`config.mk`:
```
export PLATFORM = sky130hd
export DESIGN_NAME = wb_regbank_slave
export DESIGN_NICKNAME = d
export VERILOG_FILES = /design/src/rtl/wb_regbank_pkg.sv /design/src/rtl/wb_regbank_irq.sv /design/src/rtl/wb_regbank_slave.sv
export SDC_FILE = /design/constraint.sdc
export NUM_CORES = 1
export LEC_CHECK = 0
export ABC_AREA = 1
export CAP_MARGIN = 10
export CORE_ASPECT_RATIO = 0.9
export CORE_MARGIN = 2
export CORE_UTILIZATION = 60
export DETAILED_ROUTE_END_ITERATION = 8
export PLACE_DENSITY = 0.79
export SLEW_MARGIN = 20
export SYNTH_ARGS = -nofsm -noshare
export SYNTH_HDL_FRONTEND = slang
export SYNTH_SLANG_ARGS = --single-unit
```
`constraint.sdc`:
```
create_clock -name clk -period 3.4 [get_ports clk]
set_input_delay 0.34 -clock clk [delete_from_list [all_inputs] [get_ports clk]]
set_output_delay 0.34 -clock clk [all_outputs]
set_load 0.01 [all_outputs]
```
`src/rtl/wb_regbank_pkg.sv`:
```
// wb_regbank_pkg: shared types and constants for the Wishbone register bank.
//   - wb_state_e    : bus handshake FSM states
//   - REG_*         : register indices in the bank
//   - CTRL_*        : bit positions inside CTRL
//   - MISS_RDATA    : data returned for reads outside the decoded window
//   - lane_merge()  : byte-lane write merge helper
package wb_regbank_pkg;

  typedef enum logic [1:0] {
    IDLE = 2'd0,
    WAIT = 2'd1,
    ACK  = 2'd2
  } wb_state_e;

  localparam int REG_CTRL     = 0;
  localparam int REG_STATUS   = 1;
  localparam int REG_DOORBELL = 2;

  localparam int CTRL_IRQ_EN_BIT = 0;
  localparam int CTRL_LED_LSB    = 4;
  localparam int CTRL_LED_MSB    = 7;

  localparam logic [31:0] MISS_RDATA = 32'h0000_0000;

  // Replace only the bytes whose select bit is set.
  function automatic logic [31:0] lane_merge(input logic [31:0] old_w,
                                             input logic [31:0] new_w,
                                             input logic [3:0]  sel);
    logic [31:0] res;
    res = old_w;
    for (int n = 0; n < 4; n++) begin
      if (sel[n]) res[8*n +: 8] = new_w[8*n +: 8];
    end
    return res;
  endfunction

endpackage

```
`src/rtl/wb_regbank_irq.sv`:
```
// wb_regbank_irq: doorbell pending flag with write-1-to-clear and enable gate.
// Ports:
//   clk, reset_n      : clock, async active-low reset
//   status_we_i       : committed write to STATUS this cycle
//   doorbell_we_i     : committed write to DOORBELL this cycle
//   bit0_one_i        : written data has lane 0 selected and bit0 = 1
//   irq_en_i          : CTRL irq enable
//   pending_o         : pending flag (STATUS bit0)
//   irq_o             : level interrupt = pending & irq_en
module wb_regbank_irq
  import wb_regbank_pkg::*;
(
  input  logic clk,
  input  logic reset_n,
  input  logic status_we_i,
  input  logic doorbell_we_i,
  input  logic bit0_one_i,
  input  logic irq_en_i,
  output logic pending_o,
  output logic irq_o
);

  logic pending_q, pending_d;

  // Only one access commits per cycle, so set and clear never coincide.
  always_comb begin
    pending_d = pending_q;
    if (doorbell_we_i && bit0_one_i)    pending_d = 1'b1;
    else if (status_we_i && bit0_one_i) pending_d = 1'b0;
  end

  always_ff @(posedge clk or negedge reset_n) begin
    if (!reset_n) pending_q <= 1'b0;
    else          pending_q <= pending_d;
  end

  assign pending_o = pending_q;
  assign irq_o     = pending_q & irq_en_i;

endmodule

```
`src/rtl/wb_regbank_slave.sv`:
```
// wb_regbank_slave: Wishbone classic slave with a bank of 32-bit registers,
// byte-lane writes, programmable wait states, doorbell interrupt and LEDs.
// Optional feature macro: WB_REGBANK_IRQ_EN (STATUS/DOORBELL/irq_en logic).
// Parameters: NREGS (pow2, 4..64), WAIT_STATES (0..15), BASE_ADDR.
// Ports:
//   clk, reset_n                : Wishbone clock, async active-low reset
//   wb_address, wb_dat_i        : byte address ([1:0] ignored), write data
//   wb_sel_i                    : byte-lane enables for writes
//   wb_cyc_i, wb_stb_i, wb_wr_i : cycle, strobe, write-enable
//   wb_dat_o, wb_ack_o          : read data, single-cycle acknowledge
//   wb_irq_o                    : level interrupt
//   led_out                     : CTRL[7:4]
module wb_regbank_slave
  import wb_regbank_pkg::*;
#(
  parameter int unsigned NREGS       = 16,
  parameter int unsigned WAIT_STATES = 1,
  parameter logic [31:0] BASE_ADDR   = 32'h0000_0000
) (
  input  logic        clk,
  input  logic        reset_n,
  input  logic [31:0] wb_address,
  input  logic [31:0] wb_dat_i,
  output logic [31:0] wb_dat_o,
  input  logic [3:0]  wb_sel_i,
  input  logic        wb_cyc_i,
  input  logic        wb_stb_i,
  input  logic        wb_wr_i,
  output logic        wb_ack_o,
  output logic        wb_irq_o,
  output logic [3:0]  led_out
);

  localparam int ADDR_LSB = $clog2(NREGS * 4);
  localparam int IDX_W    = $clog2(NREGS);
  localparam logic [3:0] CNT_INIT = (WAIT_STATES == 0) ? 4'd0 : 4'(WAIT_STATES - 1);

  localparam logic [IDX_W-1:0] IDX_CTRL     = IDX_W'(REG_CTRL);
  localparam logic [IDX_W-1:0] IDX_STATUS   = IDX_W'(REG_STATUS);
  localparam logic [IDX_W-1:0] IDX_DOORBELL = IDX_W'(REG_DOORBELL);

  // Address decode
  logic             hit;
  logic [IDX_W-1:0] idx;
  logic             req;
  assign hit = (wb_address[31:ADDR_LSB] == BASE_ADDR[31:ADDR_LSB]);
  assign idx = wb_address[ADDR_LSB-1:2];
  assign req = wb_cyc_i & wb_stb_i;

  // Bus FSM with registered ack and read data
  wb_state_e   state_q;
  logic [3:0]  cnt_q;
  logic        ack_q;
  logic [31:0] rdata_q;
  logic [31:0] rd_word;
  logic        wr_commit;

  // Write commits on the edge leaving ACK, only if the master still holds
  // the request; address/data are taken from the ACK cycle.
  assign wr_commit = (state_q == ACK) & req & wb_wr_i & hit;

  always_ff @(posedge clk or negedge reset_n) begin
    if (!reset_n) begin
      state_q <= IDLE;
      cnt_q   <= 4'd0;
      ack_q   <= 1'b0;
      rdata_q <= 32'h0;
    end else begin
      ack_q <= 1'b0;
      case (state_q)
        IDLE: begin
          if (req) begin
            if (WAIT_STATES == 0) begin
              state_q <= ACK;
              ack_q   <= 1'b1;
              rdata_q <= rd_word;
            end else begin
              state_q <= WAIT;
              cnt_q   <= CNT_INIT;
            end
          end
        end
        WAIT: begin
          if (!req) begin
            state_q <= IDLE;
          end else if (cnt_q == 4'd0) begin
            state_q <= ACK;
            ack_q   <= 1'b1;
            rdata_q <= rd_word;
          end else begin
            cnt_q <= cnt_q - 4'd1;
          end
        end
        ACK:     state_q <= IDLE;
        default: state_q <= IDLE;
      endcase
    end
  end

  // Register storage; STATUS/DOORBELL slots are never stored here.
  logic [NREGS-1:0][31:0] regs_q, regs_d;

  always_comb begin
    regs_d = regs_q;
    if (wr_commit && idx != IDX_STATUS && idx != IDX_DOORBELL)
      regs_d[idx] = lane_merge(regs_q[idx], wb_dat_i, wb_sel_i);
  end

  always_ff @(posedge clk or negedge reset_n) begin
    if (!reset_n) regs_q <= '0;
    else          regs_q <= regs_d;
  end

`ifdef WB_REGBANK_IRQ_EN
  logic pending;

  wb_regbank_irq u_irq (
    .clk           (clk),
    .reset_n       (reset_n),
    .status_we_i   (wr_commit && idx == IDX_STATUS),
    .doorbell_we_i (wr_commit && idx == IDX_DOORBELL),
    .bit0_one_i    (wb_sel_i[0] & wb_dat_i[0]),
    .irq_en_i      (regs_q[REG_CTRL][CTRL_IRQ_EN_BIT]),
    .pending_o     (pending),
    .irq_o         (wb_irq_o)
  );
`else
  assign wb_irq_o = 1'b0;
`endif

  // Read mux; sel is ignored on reads.
  always_comb begin
    rd_word = MISS_RDATA;
    if (hit) begin
      if (idx == IDX_STATUS) begin
`ifdef WB_REGBANK_IRQ_EN
        rd_word = {31'b0, pending};
`else
        rd_word = 32'h0;
`endif
      end else if (idx == IDX_DOORBELL) begin
        rd_word = 32'h0;
      end else begin
        rd_word = regs_q[idx];
      end
    end
  end

  assign wb_ack_o = ack_q;
  assign wb_dat_o = rdata_q;
  assign led_out  = regs_q[IDX_CTRL][CTRL_LED_MSB:CTRL_LED_LSB];

  // Bits intentionally not consumed: byte offset and the never-stored slots.
  logic unused_sink;
  assign unused_sink = &{1'b0, wb_address[1:0], regs_q[REG_STATUS], regs_q[REG_DOORBELL]};

endmodule

```
# ---- Word level (Yosys, flattened, before mapping)
# Index checks and enable logic that the tools add are counted.
dict set report totals {
  word_cells 74
  output_inout_bits 38
  ff_bits 551
  inputBits 73
}
dict set report classes {
  reduce_logical 10
  n_mux 27
  order_cmp 2
  n_bitwise 4
  eq_ne 10
  addsub 1
}
# operator n
set ops {}
lappend ops {{$bwmux 512} 1}
lappend ops {{$mux 32} 5}
lappend ops {{$bmux 32 s4} 1}
lappend ops {{$demux 32 s4} 1}
lappend ops {{$mux 8} 8}
lappend ops {{$logic_not 26->1} 1}
lappend ops {{$mux 4} 3}
lappend ops {{$pmux 4 s2} 1}
lappend ops {{$mux 2} 3}
lappend ops {{$ne 2x2->1 const B} 3}
lappend ops {{$lt 4x5->1 const B} 1}
lappend ops {{$and 1x1->1} 4}
lappend ops {{$eq 4x1->1 const B} 1}
lappend ops {{$eq 4x2->1 const B} 1}
lappend ops {{$ge 4x1->1 const B} 1}
lappend ops {{$logic_not 4->1} 1}
lappend ops {{$ne 4x1->1 const B} 1}
lappend ops {{$ne 4x2->1 const B} 1}
lappend ops {{$pmux 2 s2} 1}
lappend ops {{$reduce_and 4->1} 1}
lappend ops {{$sub 4x1->4 const B} 1}
lappend ops {{$logic_and 1x1->1} 3}
lappend ops {{$mux 1} 3}
lappend ops {{$ne 3x3->1 const B} 1}
lappend ops {{other kinds (6)} 6}

# ---- Longest topological paths before layout
# Gate-level depths: netlist of the first run.
dict set report logic_depth {
  ltp_word 8
  ltp_mapped 15
  depth_no_buf 11
}

# ---- Worst setup path before layout of the first run
# Ideal clock, no wire load.
dict set report synth_timing {
  kind {input-to-reg}
  start {input port wb_address[2]}
  end {register regs_q[100] (netlist name)}
  arrival_time_ns 1.653
  path_slack_ns 1.630
  path_buffers 3
  stages 11
  setup_time_ns 0.117
  path_cell_list {buf_4 -> inv_4 -> nand2_2 -> nand3_2 -> nand3b_1 -> nor2_2 -> buf_4 -> nand4_1 -> clkbuf_1 -> nand2_1 -> nand2_1}
}
dict set report synth_between {
  elab_chain_cells 5
}
# element line
set synth_lines {}
lappend synth_lines {{start: declaration} wb_regbank_slave.sv:22} ;# input logic [31:0] wb_address,
lappend synth_lines {{$lt 4x5->1 (implied by the code), or another cell as far along} wb_regbank_slave.sv:106} ;# regs_d[idx] = lane_merge(regs_q[idx], wb_dat_i, wb_sel_i);
lappend synth_lines {{$logic_and 1x1->1 (implied by the code) / $mux 32 (equally long branches)} wb_regbank_slave.sv:106}
lappend synth_lines {{$mux 32 (implied by the code) / $mux 8 (equally long branches)} {wb_regbank_slave.sv:106, wb_regbank_pkg.sv:32}}
lappend synth_lines {{$demux 32 s4 / $mux 8 (equally long branches)} {wb_regbank_slave.sv:106, wb_regbank_slave.sv:105}}
lappend synth_lines {{$bwmux 512} wb_regbank_slave.sv:106}
lappend synth_lines {{end signal: assignment} wb_regbank_slave.sv:111} ;# else regs_q <= regs_d;
lappend synth_lines {{end: declaration} wb_regbank_slave.sv:101} ;# logic [NREGS-1:0][31:0] regs_q, regs_d;
# Parallel ways exist; a longest one is shown, timed or not. The select of a mux whose other input is x is not followed.
# A chain may end at the register's enable or synchronous reset.

# ---- Worst setup path in the final report of the first run
dict set report layout_timing {
  start {register state_q[0]}
  end {register regs_q[463] (netlist name)}
}
dict set report layout_between {
  elab_chain_cells 6
}
# element line
set layout_lines {}
lappend layout_lines {{start: declaration} wb_regbank_slave.sv:51} ;# wb_state_e state_q;
lappend layout_lines {{start signal: assignment} wb_regbank_slave.sv:64} ;# state_q <= IDLE;
lappend layout_lines {{start signal: assignment} wb_regbank_slave.sv:74} ;# state_q <= ACK;
lappend layout_lines {{start signal: assignment} wb_regbank_slave.sv:78} ;# state_q <= WAIT;
lappend layout_lines {{$eq 2x2->1} wb_regbank_slave.sv:60} ;# assign wr_commit = (state_q == ACK) & req & wb_wr_i & hit;
lappend layout_lines {{$and 1x1->1 (3 in series)} wb_regbank_slave.sv:60}
lappend layout_lines {{$logic_and 1x1->1 (2 in series)} wb_regbank_slave.sv:105} ;# if (wr_commit && idx != IDX_STATUS && idx != IDX_DOORBELL)
# No other way between the ends.

==> results of run 1 <==
[state kept, by name, indices dropped and copies added, names as in the netlist]
register and cells:
cnt_q 4, led_out 4, regs_q 508, state_q 2, wb_ack_o 1, wb_dat_o 32
[placed cells by master (no fill, tap or decap), types with 10 or more instances in the layout]
master	instances
inv_1	22
nand2_1	2775
o21ai_0	68
clkinv_2	10
buf_4	68
buf_12	16
nor2_4	12
nand4_1	17
dfrtp_1	551
clkdlybuf4s50_1	104
o21ai_1	30
nor2_1	62
clkbuf_16	58
[kinds of logic (layout without fill, tap and decap cells)]
| group | Yosys count | after routing | share of synthesized area (%) |
|---|---|---|---|
| flip-flops | 551 | 551 | 51.6 |
| other | 1 | 1 | 0.0140 |
| AO/OA/AOI/OAI | 100 | 100 | 1.88 |
| buffers and inverters | 324 | 312 | 5.47 |
| AND/OR/NAND/NOR | 2890 | 2890 | 41.0 |
| adder cells (fa/ha/maj) | 1 | 1 | 0.0468 |
[critical path, stage by stage (launching register included)]
cell,delay (ns)
dfrtp_1,0.41
nor2_1,0.10
and3_1,0.46
nand4_1,0.49
nor2_4,0.19
buf_4,0.45
nand2_1,0.13
nand2_1,0.09
[power by group]
group | total, µW | internal (µW) | switching (µW)
Sequential | 6580 | 6570 | 8.06
Clock | 6410 | 3800 | 2610
Combinational | 752 | 175 | 577
Total | 13700 | 10500 | 3200
[metrics by stage]
stage	cells	util, %	hold slack, ns	power [µW]
6_report	4455	68.1	0.268	13700
5_1_grt	4455	68.1	0.287	14100
4_1_cts	4455	68.1	0.255	13800
3_5_place_dp	4358	63.7	0.297	7450
3_3_place_gp	4358	63.7	0.296	7440
2_1_floorplan	3867	-	0.0444	7040
[what timing repair did]
item / in CTS / in global routing
hold endpoints to repair: 40 / 0
hold buffers: 1 / 0
setup endpoints to repair: 0 / 0
[final cells by class]
cell class	instances	area share, %
well taps	600	2.50
repair buffers	191	6.36
multi-input cells	2992	38.5
clock inverters	21	1.00
clock buffers	75	5.31
flip-flops and latches	551	45.9
inverters	25	0.346
[metal layers]
| layer | global-route usage [%] | vias to the layer above |
|---|---|---|
| met5 | 0 | - |
| met4 | 12.6 | 0 |
| met3 | 7.26 | 178 |
| met2 | 54.7 | 1299 |
| met1 | 49.9 | 11500 |
| li1 | - | 11400 |
[worst max path at each step]
stage | cells past startpoint | end | slack, ns | from
detailed placement | 10 | regs_q[175] | 0.48 | wb_address[2]
CTS | 7 | regs_q[463] | 1.03 | state_q[0]
global route | 10 | regs_q[169] | 0.85 | wb_address[2]
finish | 7 | regs_q[463] | 0.99 | state_q[0]
floorplan | 11 | regs_q[100] | 1.63 | wb_address[2]
global placement | 10 | regs_q[177] | 0.59 | wb_address[2]
==> results by group, run 1 <==
Status
  – Status: complete, no violations

Clock network
  – Post-CTS setup buffers: 0
  – H-tree depth: 2
  – CTS clock-pin slew for the worst setup and hold paths: ~0.06 ns
  – TritonCTS clock tree: yes
  – CTS root buf: clkbuf_16
  – Clock Latency Late Sink: approximately 0.62 ns
  – Post_cts resized: 0
  – Max clock buf depth: 3
  – Clock sink total: 551
  – Cts bufs inserted: 56

Logic synthesis
  – Post-Syn Instances: 3,867
  – #FFs+latches synth: 551
  – Share of the synthesized area in the top cell type: 51.6%
  – Post-synth top area cell: dfrtp_1
  – Post-synth EDFFs: 0
  – Post-Syn Area per Cell: 6.91 µm²
  – Ys async rst share: 100%
  – Mapped cell area: 0.0267 mm²
  – Top post-synthesis cells by count: nand2_1 (2,775), dfrtp_1 (551), clkbuf_1 (133), buf_2 (114), nor2_1 (76)
  – Top-count cell post-synth: nand2_1
  – Synth Warn #: 0
  – Number of library cell types mapped by synthesis: 28
  – Top post-synthesis cells by area: dfrtp_1 (52%), nand2_1 (39%), buf_2 (2.1%)
  – Syn nets: 3,941
  – Sequential share of the synthesized area: between 50% and 60%
  – Synth Flop Type: dfrtp_1

Worst setup path
  – WP data required: 3.95 ns
  – R2R setup slack: 0.99 ns
  – Critical R2R Capture: regs_q[463]
  – Setup crit start kind: register
  – Largest fanout on the critical path: 32
  – Critical path class: reg2reg
  – R2r startpoint: state_q[0]
  – FF-to-FF path depth: 7
  – Critical Path End Type: register
  – Crit path DAT: 2.96 ns

Drt
  – Routed wire length: 79.8 mm
  – DR DRC count: 0
  – Wirelength per Cell: 17.9 µm
  – Vias per inst: about 5.5
  – Total number of vias: 24,400
  – Top sig layer: met4
  – Detailed-router iteration count before antenna repair: 6
  – Drt first-iter violations: approximately 3,000
  – Final ANT Viol Nets: 0
  – Metal2 WL: 35.8 mm
  – DRT met1 WL: 32.5 mm
  – WL met3: 9.05 mm

Floorplan
  – Rows: 73
  – Io pins: between 100 and 150
  – Core ar.: between 0.04 and 0.05 mm²
  – Chip height: 204 µm
  – Initial Utilization: between 60% and 70%
  – Die Wd: 226 µm
  – Die Area: roughly 0.046 mm²

Final layout
  – Multi-input logic area: 0.0116 mm²
  – Fillers: approximately 3,700
  – Number of diodes: 0
  – Layout cell share with drive strength beyond 1: 5.21%
  – NumNets Final: 3,891
  – Area growth, synth to finish: 12.3%
  – Finished Cell Area: 0.0300 mm²
  – Sequential cell area: 0.0138 mm²

Min path
  – Hold Path Class: in2async

Placed design
  – Place WS: 0.484 ns
  – Port Buffers: roughly 110
  – DP Area: ~0.028 mm²
  – Routability Congestion: 0.852
  – HPWL after DPL: ~46 mm

STA
  – Final Max Slew Viols: 0
  – Fin crit share: a little under three quarters
  – Worst Clk Skew: 0.0191 ns
  – Worst-Margin Slew: 0.826 ns
  – Hold Fails Final Rpt: 0
  – RSZ-0062 raised after global routing: false
  – Setup violation total in the final timing report: 0
  – Final min period: 2.41 ns
  – Fmax: about 410 MHz
  – Slew HR: 44.9%
  – Setup tns final: 0 ns
  – Setup slack after layout: 0.988 ns

Job
  – Max-Cap Viols: 0

Power
  – Peak supply drop: 0.000383 V
  – Pwr/cell area: around 460 mW/mm²
  – Pleak: between 0.015 and 0.02 µW

Global route
  – Initial antenna violation count: 0
  – Grt ovf: 0
  – Number of global-route vias before repair: 23,300
  – First-pass GRT wire length: 127 mm
  – Largest net degree at the start of global routing: 105
  – Total GRT Usage: between 30% and 40%
(Power assumes the default switching activity.)
==> inputs of run 2 (changes only) <==
--- a/config.mk
+++ b/config.mk
@@ -9,9 +9,9 @@
 export CAP_MARGIN = 10
 export CORE_ASPECT_RATIO = 0.9
 export CORE_MARGIN = 2
-export CORE_UTILIZATION = 60
+export CORE_UTILIZATION = 55
 export DETAILED_ROUTE_END_ITERATION = 8
-export PLACE_DENSITY = 0.79
+export PLACE_DENSITY = 0.76
 export SLEW_MARGIN = 20
 export SYNTH_ARGS = -nofsm -noshare
 export SYNTH_HDL_FRONTEND = slang
==> constraint.sdc (replaced) <==
create_clock -name clk -period 2.1 [get_ports clk]
set_input_delay 0.21 -clock clk [delete_from_list [all_inputs] [get_ports clk]]
set_output_delay 0.21 -clock clk [all_outputs]
set_load 0.01 [all_outputs]
==> run 2 against run 1 <==
Effect of this change: final cell count rose by 5.0%; clock skew rose by 0.0082 ns; critical path type unchanged; largest cell class unchanged; sequential share of layout area shrank 3.2 points; worst hold slack got worse by 0.18 ns; cell area grew 7.6%; sequential power is 63% higher; register-to-register slack lost 0.88 ns; clock power grew 65%; critical path depth increased by 1; largest power group unchanged.
==> results by group, run 2 (same netlist as run 1, synthesis figures left out) <==
Status
  – Status: complete, no violations

Final layout
  – Area growth, synth to finish: 20.8%
  – NumNets Final: 4,081
  – Fin cells: 4,677
  – Biggest register: regs_q
  – Fillers: roughly 4,000
  – Commonest cells after routing, fill and taps aside: nand2_1 (2,775), dfrtp_1 (551), buf_4 (194)
  – Sequential cell area: 0.0138 mm²
  – Finished Cell Area: 0.0323 mm²
  – Final core utilization: 67.4%
  – Most common cell after layout, fill and taps aside: nand2_1
  – Multi-input logic area: 0.0115 mm²
  – Layout cell share with drive strength beyond 1: roughly 10%
  – Number of diodes: 0
  – Largest register FFs: ~500

STA
  – Final min period: 1.99 ns
  – Worst Clk Skew: 0.0272 ns
  – Fmax: 502 MHz
  – Final Max Slew Viols: 0
  – Fin crit share: 94.9%
  – Hold Fails Final Rpt: 0
  – Worst-Margin Slew: ~0.54 ns
  – Fin Hold WS: 0.0848 ns
  – RSZ-0062 raised after global routing: false
  – Slew HR: approximately 64%
  – Setup violation total in the final timing report: 0

Drt
  – Final ANT Viol Nets: 0
  – Routed wire length: 81.6 mm
  – Wirelength per Cell: 17.4 µm
  – Total number of vias: 25,100
  – Drt first-iter violations: 2,743
  – Vias per inst: 5.37
  – DR DRC count: 0
  – Detailed-router iteration count before antenna repair: 6

Clock network
  – Clock Latency Late Sink: 0.62 ns
  – CTS root buf: clkbuf_16
  – Cts bufs inserted: 56
  – Clock sink total: between 500 and 600
  – CTS clock-pin slew for the worst setup and hold paths: 0.07 ns
  – Post_cts resized: 0
  – H-tree depth: 2
  – TritonCTS clock tree: yes
  – Max clock buf depth: 3

Global route
  – Largest net degree at the start of global routing: 92
  – First-pass GRT wire length: 131 mm
  – Total GRT Usage: 33.2%
  – Initial antenna violation count: 0
  – Number of global-route vias before repair: 24,000
  – GRT busiest layer: met2
  – Grt ovf: 0
  – Met1 usage: 46.6%
  – M2 GR Usage: 51.7%
  – Global routing usage on met3: 5.88%

Worst setup path
  – Origin of the worst setup path: state_q[0]
  – WP data required: 2.62 ns
  – Largest fanout on the critical path: 16
  – R2R setup slack: 0.11 ns
  – Crit path DAT: 2.51 ns
  – Worst path max stage delay: approximately 0.44 ns
  – Setup crit start kind: register
  – Critical path class: reg2reg
  – CP Capture Point: regs_q[125]
  – Crit path cell chain: nor2_1 > and3_1 > buf_4 > buf_4 > nand4_1 > buf_4 > nand2_1 > nand2_1
  – R2r startpoint: state_q[0]
  – Critical Path End Type: register
  – FF-to-FF path depth: 8
  – Slowest cell on the critical path: dfrtp_1
  – Critical R2R Capture: regs_q[125]
  – Most common cell on crit path: buf_4

Power
  – Reg power frac: a little under half
  – Pwr/cell area: 705 mW/mm²
  – Total power: 22,800 µW
  – Pleak: 0.0187 µW
  – Peak supply drop: 0.000625 V
  – Comb power frac: about 6.7%
  – Switching Fraction: about a quarter
  – Net Sw Power: 5320 µW
  – Int Pwr: around 17,000 µW
  – Clock power frac: a little under half

Floorplan
  – Core ar.: between 0.04 and 0.05 mm²
  – Chip height: 213 µm
  – Rows: 76
  – Die Wd: 236 µm
  – Die Area: 0.0504 mm²
  – Io pins: around 110
  – Initial Utilization: 55.8%

Placed design
  – Placed cell count: 4,572
  – Routability Congestion: 0.856
  – DP Area: 0.0303 mm²
  – HPWL after DPL: 52.8 mm
  – Port Buffers: around 110

Job
  – Max-Cap Viols: 0

Min path
  – Hold Path Class: in2async
-- run 2: timing repair --
action                    CTS  global route
setup buffers               0             0
hold buffers                1             0
hold endpoints to repair  370             0
-- run 2: worst max-delay path, delay by kind of cell (launching register included) --
| kind | cells | cell delay, ns |
|---|---|---|
| buf+inv | 3 | 0.69 |
| flops | 1 | 0.44 |
| simple gates | 5 | 0.75 |
-- run 2: worst min path at each step --
stage	startpoint	endpoint
2_1_floorplan	reset_n	cnt_q[0]
3_3_place_gp	reset_n	regs_q[8]
3_5_place_dp	reset_n	regs_q[8]
4_1_cts	reset_n	regs_q[8]
5_1_grt	reset_n	regs_q[458]
6_report	reset_n	regs_q[8]
-- run 2: through the flow --
| step | setup slack (ns) | setup TNS (ns) |
|---|---|---|
| 2_1_floorplan | 0.460 | 0 |
| 3_3_place_gp | -0.232 | -39.89 |
| 3_5_place_dp | -0.242 | -51.85 |
| 4_1_cts | 0.109 | 0 |
| 5_1_grt | 0.0123 | 0 |
| 6_report | 0.107 | 0 |
-- run 2: routing by layer --
metal	vias up	routed length, µm
met5	-	0
met4	0	2870
met3	187	8040
met2	1225	36200
met1	11800	34500
li1	11900	-
-- run 2: area by class of cell --
type | instances | area share [%]
Sequential cell | 551 | 42.7
Inverter | 25 | 0.322
Clock buffer | 70 | 4.72
Multi-Input combinational cell | 2992 | 35.7
Timing Repair Buffer | 381 | 12.8
Clock inverter | 34 | 1.33
Tap cell | 624 | 2.42
-- run 2: power groups by stage --
stage | logic [µW] | clock network (µW) | registers (µW)
after floorplan | 547 | 0 | 10900
after global placement | 1500 | 0 | 10900
after detailed placement | 1510 | 0 | 10900
after CTS | 1520 | 10700 | 10700
after global routing | 1630 | 11100 | 10600
final | 1520 | 10600 | 10700
